## src/rtl/norm_pkg.sv

```systemverilog
// Shared helpers for the normalization stage: width function, default widths, zero-result constants.
// Optional feature macro used by this block: NORM_UFLOW_EN (adds out_uflow).
package norm_pkg;

    function automatic int norm_clog2(input int n);
        int r;
        r = 0;
        while ((1 << r) < n) r++;
        return r;
    endfunction

    localparam int NORM_N  = 16;
    localparam int NORM_E  = 8;
    localparam int NORM_S  = norm_clog2(NORM_N);
    localparam int NORM_EW = NORM_E + 1;

    // An all-zero mantissa normalizes to a canonical zero: no shift, zero exponent.
    localparam int  ZERO_RESULT_SHIFT = 0;
    localparam int  ZERO_RESULT_EXP   = 0;
    localparam logic ZERO_RESULT_FLAG = 1'b1;

endpackage

```

## src/rtl/norm_shift_pipe_if.sv

```systemverilog
// Handshake/data bundle for norm_shift_pipe; slave is the pipe, master is the driver/consumer.
// With NORM_UFLOW_EN defined the bundle also carries out_uflow.
interface norm_shift_pipe_if
    import norm_pkg::*;
#(
    parameter int N = NORM_N,
    parameter int E = NORM_E
);
    localparam int S = norm_clog2(N);

    logic         in_valid;
    logic         in_ready;
    logic [N-1:0] in_mant;
    logic [E-1:0] in_exp;
    logic         out_valid;
    logic         out_ready;
    logic [N-1:0] out_mant;
    logic [E:0]   out_exp;
    logic [S-1:0] out_shift;
    logic         out_zero;
`ifdef NORM_UFLOW_EN
    logic         out_uflow;
`endif

    modport slave (
        input  in_valid, in_mant, in_exp, out_ready,
`ifdef NORM_UFLOW_EN
        output out_uflow,
`endif
        output in_ready, out_valid, out_mant, out_exp, out_shift, out_zero
    );

    modport master (
        output in_valid, in_mant, in_exp, out_ready,
`ifdef NORM_UFLOW_EN
        input  out_uflow,
`endif
        input  in_ready, out_valid, out_mant, out_exp, out_shift, out_zero
    );

endinterface

```

## src/rtl/norm_lzc.sv

```systemverilog
// Combinational leading-zero counter built as a recursive halving tree.
// Non-power-of-two widths are zero-padded at the LSB end; cnt is meaningless when zero=1.
module norm_lzc
    import norm_pkg::*;
#(
    parameter int N = 16,
    localparam int S = norm_clog2(N)
) (
    input  logic [N-1:0] value,
    output logic [S-1:0] cnt,
    output logic         zero
);
    localparam int P = 1 << S;

    generate
        if (P != N) begin : g_pad
            logic [P-1:0] padded;
            assign padded = {value, {(P - N){1'b0}}};
            norm_lzc #(.N(P)) u_core (.value(padded), .cnt(cnt), .zero(zero));
        end else if (N == 2) begin : g_leaf
            assign cnt  = ~value[1];
            assign zero = ~|value;
        end else begin : g_split
            logic [S-2:0] hi_cnt;
            logic [S-2:0] lo_cnt;
            logic         hi_zero;
            logic         lo_zero;
            norm_lzc #(.N(N / 2)) u_hi (.value(value[N-1:N/2]), .cnt(hi_cnt), .zero(hi_zero));
            norm_lzc #(.N(N / 2)) u_lo (.value(value[N/2-1:0]), .cnt(lo_cnt), .zero(lo_zero));
            assign cnt  = {hi_zero, hi_zero ? lo_cnt : hi_cnt};
            assign zero = hi_zero & lo_zero;
        end
    endgenerate

endmodule

```

## src/rtl/norm_shift_pipe.sv

```systemverilog
// Two-stage normalizer: stage 1 counts leading zeros, stage 2 shifts mantissa and adjusts exponent.
// Define NORM_UFLOW_EN to add out_uflow (result exponent does not fit in E bits).
module norm_shift_pipe
    import norm_pkg::*;
#(
    parameter int N = NORM_N,
    parameter int E = NORM_E
) (
    input  logic               clk,
    input  logic               rst,
    norm_shift_pipe_if.slave   bus
);
    localparam int S  = norm_clog2(N);
    localparam int EW = E + 1;

    logic         adv1;
    logic         adv2;
    logic [S-1:0] lzc_cnt;
    logic         lzc_zero;

    logic         s1_valid;
    logic [N-1:0] s1_mant;
    logic [E-1:0] s1_exp;
    logic [S-1:0] s1_lzc;
    logic         s1_zero;

    logic          s2_valid;
    logic [N-1:0]  s2_mant;
    logic [EW-1:0] s2_exp;
    logic [S-1:0]  s2_shift;
    logic          s2_zero;

    logic [N-1:0]  mant_sh;
    logic [EW-1:0] exp_res;

    norm_lzc #(.N(N)) u_lzc (.value(bus.in_mant), .cnt(lzc_cnt), .zero(lzc_zero));

    // No skid buffer: a stalled consumer back-pressures the producer in the same cycle.
    assign adv2         = !s2_valid || bus.out_ready;
    assign adv1         = !s1_valid || adv2;
    assign bus.in_ready = adv1 && !rst;

    always_ff @(posedge clk) begin
        if (rst) begin
            s1_valid <= 1'b0;
            s1_mant  <= '0;
            s1_exp   <= '0;
            s1_lzc   <= '0;
            s1_zero  <= 1'b0;
        end else if (adv1) begin
            s1_valid <= bus.in_valid;
            if (bus.in_valid) begin
                s1_mant <= bus.in_mant;
                s1_exp  <= bus.in_exp;
                s1_lzc  <= lzc_zero ? S'(ZERO_RESULT_SHIFT) : lzc_cnt;
                s1_zero <= lzc_zero;
            end
        end
    end

    // Exponent is widened by one bit before subtracting, so it can never wrap.
    assign mant_sh = s1_mant << s1_lzc;
    assign exp_res = {s1_exp[E-1], s1_exp} - EW'(s1_lzc);

`ifdef NORM_UFLOW_EN
    logic s2_uflow;
    assign bus.out_uflow = s2_uflow;
`endif

    always_ff @(posedge clk) begin
        if (rst) begin
            s2_valid <= 1'b0;
            s2_mant  <= '0;
            s2_exp   <= '0;
            s2_shift <= '0;
            s2_zero  <= 1'b0;
`ifdef NORM_UFLOW_EN
            s2_uflow <= 1'b0;
`endif
        end else if (adv2) begin
            s2_valid <= s1_valid;
            if (s1_valid) begin
                s2_mant  <= s1_zero ? '0 : mant_sh;
                s2_exp   <= s1_zero ? EW'(ZERO_RESULT_EXP) : exp_res;
                s2_shift <= s1_lzc;
                s2_zero  <= s1_zero ? ZERO_RESULT_FLAG : 1'b0;
`ifdef NORM_UFLOW_EN
                // Only the negative side can escape E bits: top two bits disagree.
                s2_uflow <= !s1_zero && (exp_res[E] ^ exp_res[E-1]);
`endif
            end
        end
    end

    assign bus.out_valid = s2_valid;
    assign bus.out_mant  = s2_mant;
    assign bus.out_exp   = s2_exp;
    assign bus.out_shift = s2_shift;
    assign bus.out_zero  = s2_zero;

endmodule

```

## src/flat_wrapper.sv

```systemverilog
// flat-port wrapper written by rule: the top's interface ports become plain ports
module norm_shift_pipe_flat import norm_pkg::*;
#(
    parameter int N = NORM_N,
    parameter int E = NORM_E
)
  (clk, rst, bus_in_valid, bus_in_mant, bus_in_exp, bus_out_ready, bus_in_ready, bus_out_valid, bus_out_mant, bus_out_exp, bus_out_shift, bus_out_zero);
  norm_shift_pipe_if #(.N(N), .E(E)) bus_i ();
  input  logic clk;
  input  logic rst;
  input wire logic [$bits(bus_i.in_valid)-1:0] bus_in_valid;
  input wire logic [$bits(bus_i.in_mant)-1:0] bus_in_mant;
  input wire logic [$bits(bus_i.in_exp)-1:0] bus_in_exp;
  input wire logic [$bits(bus_i.out_ready)-1:0] bus_out_ready;
  output wire logic [$bits(bus_i.in_ready)-1:0] bus_in_ready;
  output wire logic [$bits(bus_i.out_valid)-1:0] bus_out_valid;
  output wire logic [$bits(bus_i.out_mant)-1:0] bus_out_mant;
  output wire logic [$bits(bus_i.out_exp)-1:0] bus_out_exp;
  output wire logic [$bits(bus_i.out_shift)-1:0] bus_out_shift;
  output wire logic [$bits(bus_i.out_zero)-1:0] bus_out_zero;
  assign bus_i.in_valid = bus_in_valid;
  assign bus_i.in_mant = bus_in_mant;
  assign bus_i.in_exp = bus_in_exp;
  assign bus_i.out_ready = bus_out_ready;
  assign bus_in_ready = bus_i.in_ready;
  assign bus_out_valid = bus_i.out_valid;
  assign bus_out_mant = bus_i.out_mant;
  assign bus_out_exp = bus_i.out_exp;
  assign bus_out_shift = bus_i.out_shift;
  assign bus_out_zero = bus_i.out_zero;
  norm_shift_pipe #(.N(N), .E(E)) u_core (.clk(clk), .rst(rst), .bus(bus_i));
endmodule
```

## config.mk

```make
export PLATFORM = sky130hd
export DESIGN_NAME = norm_shift_pipe_flat
export DESIGN_NICKNAME = d
export VERILOG_FILES = /design/src/rtl/norm_pkg.sv /design/src/rtl/norm_shift_pipe_if.sv /design/src/rtl/norm_lzc.sv /design/src/rtl/norm_shift_pipe.sv /design/src/flat_wrapper.sv
export SDC_FILE = /design/constraint.sdc
export NUM_CORES = 1
export LEC_CHECK = 0
export ABC_AREA = 1
export BUFFER_PORTS_ARGS = -buffer_cell sky130_fd_sc_hd__buf_2
export CAP_MARGIN = 10
export CORE_UTILIZATION = 40
export DETAILED_ROUTE_END_ITERATION = 7
export PLACE_DENSITY_LB_ADDON = 0.12
export SYNTH_ARGS = -nofsm -noshare
export SYNTH_HDL_FRONTEND = slang
export SYNTH_SLANG_ARGS = --single-unit
```

## constraint.sdc

```tcl
create_clock -name clk -period 2.57 [get_ports clk]
set_clock_uncertainty 0.05 [all_clocks]
set_input_delay 0.257 -clock clk [delete_from_list [all_inputs] [get_ports clk]]
set_output_delay 0.257 -clock clk [all_outputs]
set_load 0.005 [all_outputs]
```

Yosys cells after proc, flatten, opt, wreduce, memory -nomap -nowiden
Cells that the tools add are included.
Storage, ports and cells
  register bits: 61
  input bits: 28
Cells by class
  add/sub/neg operators: 1
  shift-type cells: 1
  mux-type cells: 11
  bitwise operators: 15
  reduce and logical (&&, ||, !) cells: 24
Operator list (count)
  2-to-1 mux 16 bit: 1
  OR reduction 2 bit: 8
  << shifter 16 x 4 -> 16 bit: 1
  zero test 1 bit: 11
  2-to-1 mux 9 bit: 1
  subtractor 8 x 5 -> 9 bit: 1
  inverter 1 bit: 8
  AND 1 bit: 7
  2-to-1 mux 1 bit: 5
  2-to-1 mux 2 bit: 2
  2-to-1 mux 4 bit: 1
  AND reduction 2 bit: 2
  2-to-1 mux 3 bit: 1
  logical OR 1 bit: 2
  logical AND 1 bit: 1

Depth between registers and ports, before layout
Gate-level depths: netlist (run 1).
  word-level depth: 6
  depth in mapped cells: 12
  gate-level depth less buffers: 12

Modules after synthesis
A second synthesis (run 1) with hierarchy kept.
Second synthesis, totals
  cells, all modules: 511
  area, all modules: 3238.1 um2
Modules (own cells, without submodules)
  norm_shift_pipe: instances 1, cells an instance 434, area each 2922.8 um2, seq. area each 1221.2 um2
  norm_lzc at u_core.u_lzc.g_split.u_hi.g_split.u_hi ...: instances 4, cells an instance 7, area each 30.0 um2, seq. area each 0.0 um2
  norm_lzc at u_core.u_lzc.g_split.u_hi ...: instances 2, cells an instance 10, area each 41.3 um2, seq. area each 0.0 um2
  norm_lzc at u_core.u_lzc.g_split.u_hi.g_split.u_hi.g_split.u_hi ...: instances 8, cells an instance 2, area each 7.5 um2, seq. area each 0.0 um2
  norm_lzc at u_core.u_lzc: instances 1, cells an instance 13, area each 52.6 um2, seq. area each 0.0 um2

Least setup slack after synthesis (run 1)
No wires, ideal clock.
  kind: reg2reg
  start point: register u_core.s1_lzc[2]
  end point: register u_core.s2_exp[5] (netlist: u_core.bus.out_exp[5])
  library setup time: 0.070 ns
  arrival time: 1.619 ns
  required time: 2.450 ns
  setup slack: 0.831 ns
  stages on the path, launching flop included: 12
  buffers on the path: 2
  period minus slack after synthesis: 1.739 ns
  cells stage by stage: dfxtp_1 buf_2 inv_1 buf_4 ha_1 a21oi_1 nand2_1 nand2_1 nand2_1 nand2_1 nand3_1 a21oi_1
Between the ends
  cells in the longest elaborated chain, start to end: 2
Ends and longest elaborated chain
  start: declaration: RTL line norm_shift_pipe.sv:24  | logic [S-1:0] s1_lzc;
  start signal: assignment: RTL line norm_shift_pipe.sv:55  | s1_lzc <= lzc_zero ? S'(ZERO_RESULT_SHIFT) : lzc_cnt;
  subtractor 8 x 5 -> 9 bit: RTL line norm_shift_pipe.sv:63  | assign exp_res = {s1_exp[E-1], s1_exp} - EW'(s1_lzc);
  2-to-1 mux 9 bit: RTL line norm_shift_pipe.sv:84  | s2_exp <= s1_zero ? EW'(ZERO_RESULT_EXP) : exp_res;
  end signal: assignment: RTL line norm_shift_pipe.sv:84
  end: declaration: RTL line norm_shift_pipe.sv:29  | logic [EW-1:0] s2_exp;
Every way passes these cells.
A chain may end at the register's enable or synchronous reset.

Worst setup path in the final report (run 1)
  start point: register u_core.s1_exp[0]
  end point: register u_core.s2_exp[4] (netlist: u_core.bus.out_exp[4])
Between the ends
  cells in the longest elaborated chain, start to end: 2
Ends and longest elaborated chain
  start: declaration: RTL line norm_shift_pipe.sv:23  | logic [E-1:0] s1_exp;
  start signal: assignment: RTL line norm_shift_pipe.sv:54  | s1_exp <= bus.in_exp;
  subtractor 8 x 5 -> 9 bit: RTL line norm_shift_pipe.sv:63
  2-to-1 mux 9 bit: RTL line norm_shift_pipe.sv:84
Every way passes these cells.

==> flow_summary_export.csv, run 1 <==
group,metric,value,unit
global_route,grt_pass1_vias,2847,
logic_synthesis,synth_nets,493,
route,wl_per_cell,12.8,µm
layout,mostFrequentLayoutCells,"121 x nand2_1, 61 x nand3_1, 61 x dfxtp_1, 59 x buf_2, 50 x nor2_1",
worst_setup_path,rrSetupSlack,0.82,ns
route,drt_pass1_iterations,4,
worst_setup_path,cp.arrival,1.99,ns
layout,area_growth,16.7,%
logic_synthesis,postSynthCellCount,460,
logic_synthesis,ys_types,36,
worst_setup_path,cp.required,2.80,ns
logic_synthesis,syn_area,0.00321,mm²
die,die_w,91.5,µm
logic_synthesis,ys_ff_latch,61,
timing,finalHoldViolCount,0,
placement,post_dp_cell_area,0.00350,mm²
pwr,vdd_ir_drop_max,0.353,mV
layout,nNetsFinal,545,
die,rows,32,
timing,slew_headroom,64.3,%
timing,whs,0.111,ns
cts,cts_buffers,9,
layout,final_area,0.00374,mm²
layout,final_common_cell,"nand2_1",
logic_synthesis,yosys_warnings,0,
cts,insertion_delay,0.35,ns
worst_setup_path,path_max_fanout,2,
timing,fin_setup_tns,0,ns
timing,fmax,570,MHz
logic_synthesis,avgSynthCellArea,6.97,µm²
job,cap_violations,0,
worst_setup_path,crit_start,"u_core.s1_exp[0]",
cts,cts_tree,"done",
pwr,power_leakage,1.76,nW
global_route,grt_max_degree,37,
placement,hpwl,5760,µm
layout,antenna_cells,0,
cts,clock_tree.root_cell,"clkbuf_8",
route,ant_nets,0,
hold_path,hold_depth,3,
worst_setup_path,critical_path_class,"reg2reg",
global_route,track_usage,20.8,%
die,top_level_ports,60,
die,initial_core_util,41.5,%
layout,drive_above_1_share,21.1,%
worst_setup_path,r2r-end,"u_core.bus.out_exp[4]",
worst_setup_path,timing.rr.start,"u_core.s1_exp[0]",
logic_synthesis,ys_seq_area_share,38.1,%
global_route,antenna_found_initial,0,
die,die_h,91.5,µm
die,coreArea,0.00773,mm²
placement,port-buffer-count,59,
global_route,grt_overflow_total,0,
cts,htree_num_levels,3,
hold_path,holdPathEnd,"u_core.s1_exp[2]",
cts,clock-sinks,61,
status,status,"finished clean",
worst_setup_path,crit_path_start_kind,"flop",
hold_path,hold_class,"in2reg",
pwr,powerDensity,664,mW/mm²
die,design.die.area,0.00838,mm²
cts,path_clk_slew,0.07,ns
placement,gp_congestion,0.802,
timing,finalWorstSetupSlack,0.815,ns
timing,fin_crit,1.75,ns
timing,slew_viol_final,0,
timing,max_slew.worst_pin.slew,0.535,ns
cts,cts_setup_buffers,0,
route,finalWirelength,7950,µm
route,drt_iter0_markers,163,
route,drc,0,
timing,setup_violations,0,
cts,cts.repair.resized,0,
worst_setup_path,cp-end-kind,"flop",
timing,fin_crit_sh,68.3,%
worst_setup_path,reg2reg_depth,11,
cts,cts_hold_buf,0,
layout,final_util,48.4,%
route,viasPerCell,4.96,
timing,rsz0062_at_grt,"false",
route,vias,3069,
global_route,grt_pass1_wl,13500,µm
cts,clockBufferDepth,2,
placement,pre_cts_ws,0.842,ns
hold_path,hold_start,"bus_in_exp[2]",
==> Yosys cell counts, drive strengths merged <==
| library cell | count | area share, % |
|---|---|---|
| dfxtp | 61 | 38 |
| nor3 | 1 | 0.16 |
| or2 | 1 | 0.20 |
| fa | 1 | 0.62 |
| a211oi | 1 | 0.23 |
| clkbuf | 4 | 0.47 |
| ha | 4 | 1.6 |
| and2 | 1 | 0.20 |
| nand3 | 70 | 12 |
| o21ai | 31 | 4.8 |
| a21oi | 44 | 7.5 |
| nand2 | 127 | 15 |
| nand3b | 1 | 0.62 |
| o31ai | 1 | 0.23 |
| nor2 | 53 | 7.0 |
| buf | 19 | 4.6 |
| clkinv | 1 | 0.12 |
| inv | 31 | 3.9 |
| a21boi | 1 | 0.23 |
| o21a | 2 | 0.47 |
| a22oi | 5 | 1.2 |
==> registers in the layout (all words and copies together), names as in the netlist <==
name and count:
u_core.s1_zero 1, u_core.bus.out_exp 9, u_core.s1_mant 16, u_core.bus.out_zero 1, u_core.s1_lzc 4, u_core.s1_valid 1
u_core.s1_exp 8, u_core.bus.out_shift 4, u_core.bus.out_valid 1, u_core.bus.out_mant 16
==> report_power, final <==
group	switching, mW	internal, mW	leakage, nW	total, mW
sequential	0.0422	1.00	0.502	1.05
clock	0.403	0.644	0.116	1.05
combinational	0.249	0.145	1.14	0.393
total	0.694	1.79	1.76	2.49
==> worst max-delay path by stage <==
stage / endpoint / slack, ns
after global routing: u_core.bus.out_exp[4] / 0.60
after detailed placement: u_core.bus.out_exp[4] / 0.84
after global placement: u_core.bus.out_exp[4] / 0.88
after CTS: u_core.bus.out_exp[4] / 0.80
final: u_core.bus.out_exp[4] / 0.82
after floorplan: u_core.bus.out_exp[5] / 0.83
==> worst max-delay path, cell delays in order, from the launching register on <==
cell	delay, ns
dfxtp_1	0.30
inv_1	0.07
ha_1	0.13
inv_1	0.06
fa_1	0.43
nand2_1	0.10
nand2_1	0.07
a21oi_1	0.17
nor2_1	0.06
nor2_1	0.08
nand2_1	0.06
a21oi_1	0.10
==> metal layers <==
metal / global-route usage, % / wire [µm] / vias to the layer above
met5: 0 / 0 / -
met4: 9.79 / 133 / 0
met3: 4.10 / 289 / 12
met2: 32.5 / 3640 / 55
met1: 27.4 / 3880 / 1393
li1: - / - / 1609
==> kinds of logic after synthesis <==
logic type	share of synthesized area, %
AO/OA/AOI/OAI	14.6
buffers and inverters	9.05
flip-flops	38.1
adder cells (fa/ha/maj)	2.19
AND/OR/NAND/NOR	36.0
==> metrics by stage <==
| step | power [mW] | instances |
|---|---|---|
| 3_5_place_dp | 1.46 | 603 |
| 5_1_grt | 2.62 | 619 |
| 4_1_cts | 2.51 | 619 |
| 2_1_floorplan | 1.35 | 460 |
| 6_report | 2.49 | 619 |
| 3_3_place_gp | 1.46 | 603 |
==> area by class of cell <==
class                   instances  area, µm²
clock buffers                  10        128
repair buffers                 64        333
well taps                     102        128
multi-input cells             344       1690
fillers                       829       3990
inverters                      32        128
flip-flops and latches         61       1220
clock inverters                 6        111
(Power assumes the default switching activity.)
==> inputs of run 2 (changes only) <==
--- a/config.mk
+++ b/config.mk
@@ -5,7 +5,7 @@
 export SDC_FILE = /design/constraint.sdc
 export NUM_CORES = 1
 export LEC_CHECK = 0
-export ABC_AREA = 1
+export ABC_AREA = 0
 export BUFFER_PORTS_ARGS = -buffer_cell sky130_fd_sc_hd__buf_2
 export CAP_MARGIN = 10
 export CORE_UTILIZATION = 40
==> constraint.sdc (replaced) <==
create_clock -name clk -period 1.7 [get_ports clk]
set_clock_uncertainty 0.05 [all_clocks]
set_input_delay 0.17 -clock clk [delete_from_list [all_inputs] [get_ports clk]]
set_output_delay 0.17 -clock clk [all_outputs]
set_load 0.005 [all_outputs]
==> run 2 against run 1 <==
The flow now finishes with violations (negative setup slack). First-iteration DRC count is 45% lower. Area after synthesis shrank 3.3%. Clock-buffer cell count is 2 higher. Die area fell by 3.2%. Largest power group unchanged.
==> flow_summary_export.csv, run 2 <==
group,metric,value,unit
die,coreArea,0.00737,mm²
worst_setup_path,critical_path_buf_inv_count,2,
layout,final_util,57.2,%
route,vias,2922,
worst_setup_path,critical_path_class,"reg2reg",
route,finalWirelength,8200,µm
logic_synthesis,ys_seq_area_share,39.4,%
timing,finalWorstSetupSlack,-0.00371,ns
placement,hpwl,6040,µm
layout,final_common_cell,"nand2_1",
logic_synthesis,synth.top_cell.area_share,39.4,%
die,initial_core_util,42.1,%
logic_synthesis,synth_nets,404,
logic_synthesis,ys_types,47,
worst_setup_path,cp.arrival,1.88,ns
worst_setup_path,cp_common_cell,"inv_2",
status,violations,"negative setup slack",
die,die_w,90.0,µm
cts,cts_buffers,9,
layout,antenna_cells,0,
logic_synthesis,syn_area,0.00310,mm²
worst_setup_path,critPathMaxStageDelay,0.37,ns
layout,final_area,0.00422,mm²
timing,setup_violations,1,
logic_synthesis,ys.flop_type,"dfxtp_1",
job,cap_violations,0,
layout,mostFrequentLayoutCells,"72 x nand2_1, 59 x buf_2, 57 x dfxtp_1, 46 x a21oi_1, 45 x buf_4",
timing,slew_viol_final,0,
timing,rsz0062_at_grt,"true",
timing,fin_crit_sh,100,%
timing,finalHoldViolCount,0,
logic_synthesis,yosys_warnings,0,
cts,htree_num_levels,3,
die,design.die.area,0.00810,mm²
die,rows,31,
global_route,track_usage,20.5,%
worst_setup_path,crit_chain,"inv_2 -> ha_4 -> inv_2 -> fa_2 -> a21oi_2 -> nor2b_1 -> o41a_1 -> nor2_1 -> o21ai_1",
pwr,power,3.66,mW
route,drc,0,
logic_synthesis,synth_most_common_cell,"nand2_1",
cts,path_clk_slew,0.07,ns
route,drt_pass1_iterations,4,
worst_setup_path,crit_path_start_kind,"flop",
layout,area_growth,36.1,%
global_route,antenna_found_initial,0,
die,die_h,90.0,µm
global_route,grt_overflow_total,0,
cts,clock_tree.root_cell,"clkbuf_8",
logic_synthesis,postSynthCellCount,371,
placement,gp_congestion,0.834,
logic_synthesis,synthTopCellsByArea,"dfxtp_1 39%, nand2_1 8.7%, a21oi_1 7.6%, mux2i_1 6.8%, mux4_2 5.1%",
timing,max_slew.worst_pin.slew,0.414,ns
status,status,"finished with violations",
placement,port-buffer-count,59,
route,viasPerCell,5.10,
logic_synthesis,ys_ff_latch,61,
cts,clockBufferDepth,2,
pwr,power_leakage,1.72,nW
timing,slew_headroom,72.2,%
pwr,powerDensity,868,mW/mm²
logic_synthesis,synth_top_area_cell,"dfxtp_1",
route,ant_nets,0,
route,wl_per_cell,14.3,µm
cts,insertion_delay,0.34,ns
worst_setup_path,cp-end-kind,"flop",
global_route,grt_pass1_vias,2720,
global_route,grt_pass1_wl,13300,µm
timing,fin_crit,1.70,ns
hold_path,hold_class,"in2reg",
cts,cts_hold_buf,0,
layout,nNetsFinal,502,
logic_synthesis,yosys-top-cells-count,"72 x nand2_1, 61 x dfxtp_1, 47 x a21oi_1",
worst_setup_path,path_max_fanout,2,
cts,clock-sinks,61,
logic_synthesis,postSynth.asyncResetShare,0,%
logic_synthesis,avgSynthCellArea,8.35,µm²
worst_setup_path,cpMaxStageDelayCell,"fa_2",
cts,cts_tree,"done",
layout,drive_above_1_share,35.9,%
worst_setup_path,cp.required,1.88,ns
placement,post_dp_cell_area,0.00380,mm²
pwr,vdd_ir_drop_max,0.434,mV
logic_synthesis,synth-edff-count,0,
die,top_level_ports,60,
timing,fmax,587,MHz
worst_setup_path,path_delay_family,"adder cells",
route,drt_iter0_markers,90,
global_route,grt_max_degree,43,
==> run 2: cell count changes after synthesis, moves of 9 or more <==
cell / previous run / this run
nand3_1: 61 / 3
nand3_2: 9 / 0
clkbuf_1: 4 / 14
inv_1: 26 / 9
nor2_1: 50 / 32
nand2_1: 121 / 72
mux2i_1: 0 / 21
==> run 2: final timing paths <==
path,from,to,slack [ns],cells after the start
setup / recovery,u_core.s1_exp[0],u_core.bus.out_exp[6],-0.004,9
hold / removal,bus_in_exp[0],u_core.s1_exp[0],0.006,3
setup reg to reg,u_core.s1_exp[0],u_core.bus.out_exp[6],-0.004,9
hold reg to reg,u_core.bus.out_exp[4],u_core.bus.out_exp[4],0.40,2
==> run 2: layout make-up <==
type / instances / area [µm²]
sequential: 61 / 1230
fill: 721 / 3150
inverter: 10 / 40.0
tap: 99 / 124
timing repair buffer: 110 / 727
multi-input combinational: 277 / 1870
clock buffer: 12 / 155
clock inverter: 4 / 70.1
==> run 2: cells by family after synthesis <==
kind of cell | synth area share [%]
compound gates | 16.7
xor+xnor | 1.13
fa+ha+maj | 2.26
buf+inv | 4.72
flops | 39.4
mux | 14.0
simple gates | 21.7
==> run 2: worst reg2reg max path, stage by stage, from the launching register on <==
cell     delay, ns
dfxtp_2       0.33
inv_2         0.06
ha_4          0.12
inv_2         0.03
fa_2          0.37
a21oi_2       0.12
nor2b_1       0.06
o41a_1        0.31
nor2_1        0.09
o21ai_1       0.06
==> run 2: timing repair <==
action,in CTS,in global routing
pin swaps,1,4
gates cloned,0,0
resized for setup,12,26
setup buffers,0,7
hold endpoints to repair,0,0
setup endpoints to repair,11,12
==> run 2: through the flow <==
step	instances	worst slack (ns)	setup TNS (ns)	hold slack (ns)
floorplan	371	-0.166	-0.569	0.241
global placement	550	-0.120	-0.423	0.361
detailed placement	550	-0.137	-0.774	0.366
CTS	566	-0.00719	-0.00719	0.00119
global route	573	-0.0948	-0.310	0.00639
finish	573	-0.00371	-0.00371	0.00601
==> run 2: routing by layer <==
metal | global-route usage [%] | vias up | part of all wire [%]
met5 | 0 | - | 0
met4 | 7.66 | 0 | 1.1
met3 | 3.64 | 8 | 4.2
met2 | 30.7 | 69 | 45
met1 | 29.2 | 1337 | 50
li1 | - | 1508 | -
==> run 2: power by group <==
group          internal (mW)  switching [mW]  total [mW]
clock                  0.901           0.562        1.46
combinational          0.327           0.314       0.641
sequential              1.50          0.0634        1.56
total                   2.72           0.939        3.66
==> inputs of run 3 (changes only) <==
--- a/config.mk
+++ b/config.mk
@@ -11,6 +11,7 @@
 export CORE_UTILIZATION = 40
 export DETAILED_ROUTE_END_ITERATION = 7
 export PLACE_DENSITY_LB_ADDON = 0.12
+export RECOVER_POWER = 50
 export SYNTH_ARGS = -nofsm -noshare
 export SYNTH_HDL_FRONTEND = slang
 export SYNTH_SLANG_ARGS = --single-unit
==> run 3 against run 2 <==
The run still ends with negative setup slack left. Utilization shrank 0.37 points. Setup slack is essentially flat. Non-clock buffer count unchanged. Maximum frequency about the same. Critical path depth is the same. First-iteration DRC count increased by 3.3%. Critical path type unchanged. Largest cell class unchanged.
==> flow_summary_export.csv, run 3 (synthesis gave the netlist of run 2 again) <==
group,metric,value,unit
status,status,"finished with violations",
status,violations,"negative setup slack",
global_route,grt_pass1_wl,13300,µm
placement,hpwl,6040,µm
timing,setup_violations,1,
timing,fmax,587,MHz
layout,nNetsFinal,502,
global_route,antenna_found_initial,0,
job,cap_violations,0,
die,design.die.area,0.00810,mm²
timing,fin_crit,1.70,ns
timing,slew_headroom,65.7,%
layout,multi_input_area,0.00187,mm²
die,coreArea,0.00737,mm²
worst_setup_path,path_max_fanout,2,
placement,gp_congestion,0.834,
hold_path,hold_class,"in2reg",
placement,port-buffer-count,59,
worst_setup_path,cp.required,1.88,ns
timing,fin_crit_sh,100,%
route,drc,0,
pwr,powerDensity,872,mW/mm²
layout,final_common_cell,"nand2_1",
layout,area_growth,35.2,%
timing,max_slew.worst_pin.slew,0.515,ns
route,wl_per_cell,14.3,µm
die,die_h,90.0,µm
global_route,grt_pass1_vias,2720,
timing,finalHoldViolCount,0,
cts,clock_tree.root_cell,"clkbuf_8",
worst_setup_path,crit_path_start_kind,"flop",
worst_setup_path,cp.arrival,1.88,ns
cts,clock-sinks,61,
pwr,power_leakage,1.67,nW
route,finalWirelength,8210,µm
timing,slew_viol_final,0,
placement,pre_cts_ws,-0.137,ns
cts,clockBufferDepth,2,
global_route,track_usage,20.5,%
global_route,grt_overflow_total,0,
pwr,vdd_ir_drop_max,0.405,mV
layout,drive_above_1_share,33.8,%
layout,final_util,56.9,%
worst_setup_path,critical_path_class,"reg2reg",
route,ant_nets,0,
worst_setup_path,cp-end-kind,"flop",
die,top_level_ports,60,
layout,fill_cells,725,
cts,htree_num_levels,3,
route,vias,2923,
layout,regArea,0.00123,mm²
die,die_w,90.0,µm
global_route,grt_max_degree,43,
route,drt_iter0_markers,93,
timing,finalWorstSetupSlack,-0.00364,ns
cts,cts_hold_buf,0,
route,viasPerCell,5.10,
timing,rsz0062_at_grt,"true",
die,rows,31,
layout,mostFrequentLayoutCells,"72 x nand2_1, 57 x dfxtp_1, 49 x buf_2, 46 x a21oi_1, 45 x buf_4",
route,drt_pass1_iterations,4,
cts,insertion_delay,0.33,ns
cts,cts_buffers,9,
cts,path_clk_slew,0.07,ns
die,initial_core_util,42.1,%
layout,antenna_cells,0,
cts,cts_tree,"done",
[run 3: path summary, 6_finish.rpt]
path	cells after the start	slack [ns]	to	from
worst max register to register	9	-0.004	u_core.bus.out_exp[6]	u_core.s1_exp[0]
worst min register to register	2	0.40	u_core.bus.out_exp[4]	u_core.bus.out_exp[4]
worst min-delay path	3	0.01	u_core.s1_exp[0]	bus_in_exp[0]
worst max-delay path	9	-0.004	u_core.bus.out_exp[6]	u_core.s1_exp[0]
[run 3: timing repair]
action | 4_1_cts | 5_1_grt
setup buffers | 0 | 7
endpoints found under the hold margin | 0 | 0
setup endpoints to repair | 11 | 12
pin swaps | 1 | 4
resized for setup | 12 | 26
[run 3: report_power, final]
group | switching [mW] | leakage (nW) | internal [mW] | total, mW
logic | 0.314 | 1.05 | 0.321 | 0.634
clock network | 0.558 | 0.116 | 0.901 | 1.46
registers | 0.0637 | 0.500 | 1.50 | 1.56
[run 3: cell type report]
type                    count  share of cell area [%]
multi-input cells         277                    44.7
flip-flops and latches     61                    29.3
repair buffers            110                    16.7
clock buffers              12                    3.70
well taps                  99                    2.96
clock inverters             4                    1.67
inverters                  10                   0.956
[run 3: worst max-delay path: stages (launching register included)]
cell and delay, ns:
dfxtp_2 0.33, inv_2 0.06, ha_4 0.12, inv_2 0.03, fa_2 0.37, a21oi_2 0.12, nor2b_1 0.06, o41a_1 0.31
nor2_1 0.09, o21ai_1 0.06
[run 3: per-layer routing]
metal | share of wire [%] | track usage, % | wire, µm
met3 | 4.1 | 3.64 | 335
met1 | 50 | 29.2 | 4100
met5 | 0 | 0 | 0
met4 | 1.1 | 7.66 | 87
met2 | 45 | 30.7 | 3680
[run 3: per-stage QoR]
stage / instances / power [mW] / hold WS, ns / setup TNS [ns] / instance area (µm²)
final: 573 / 3.65 / 0.0100 / -0.00364 / 4190
after global routing: 573 / 3.81 / 0.00639 / -0.411 / 4190
after CTS: 566 / 3.62 / 0.00119 / -0.00719 / 4050
after detailed placement: 550 / 2.16 / 0.366 / -0.774 / 3800
after global placement: 550 / 2.15 / 0.361 / -0.423 / 3800
after floorplan: 371 / 1.92 / 0.241 / -0.569 / 3130
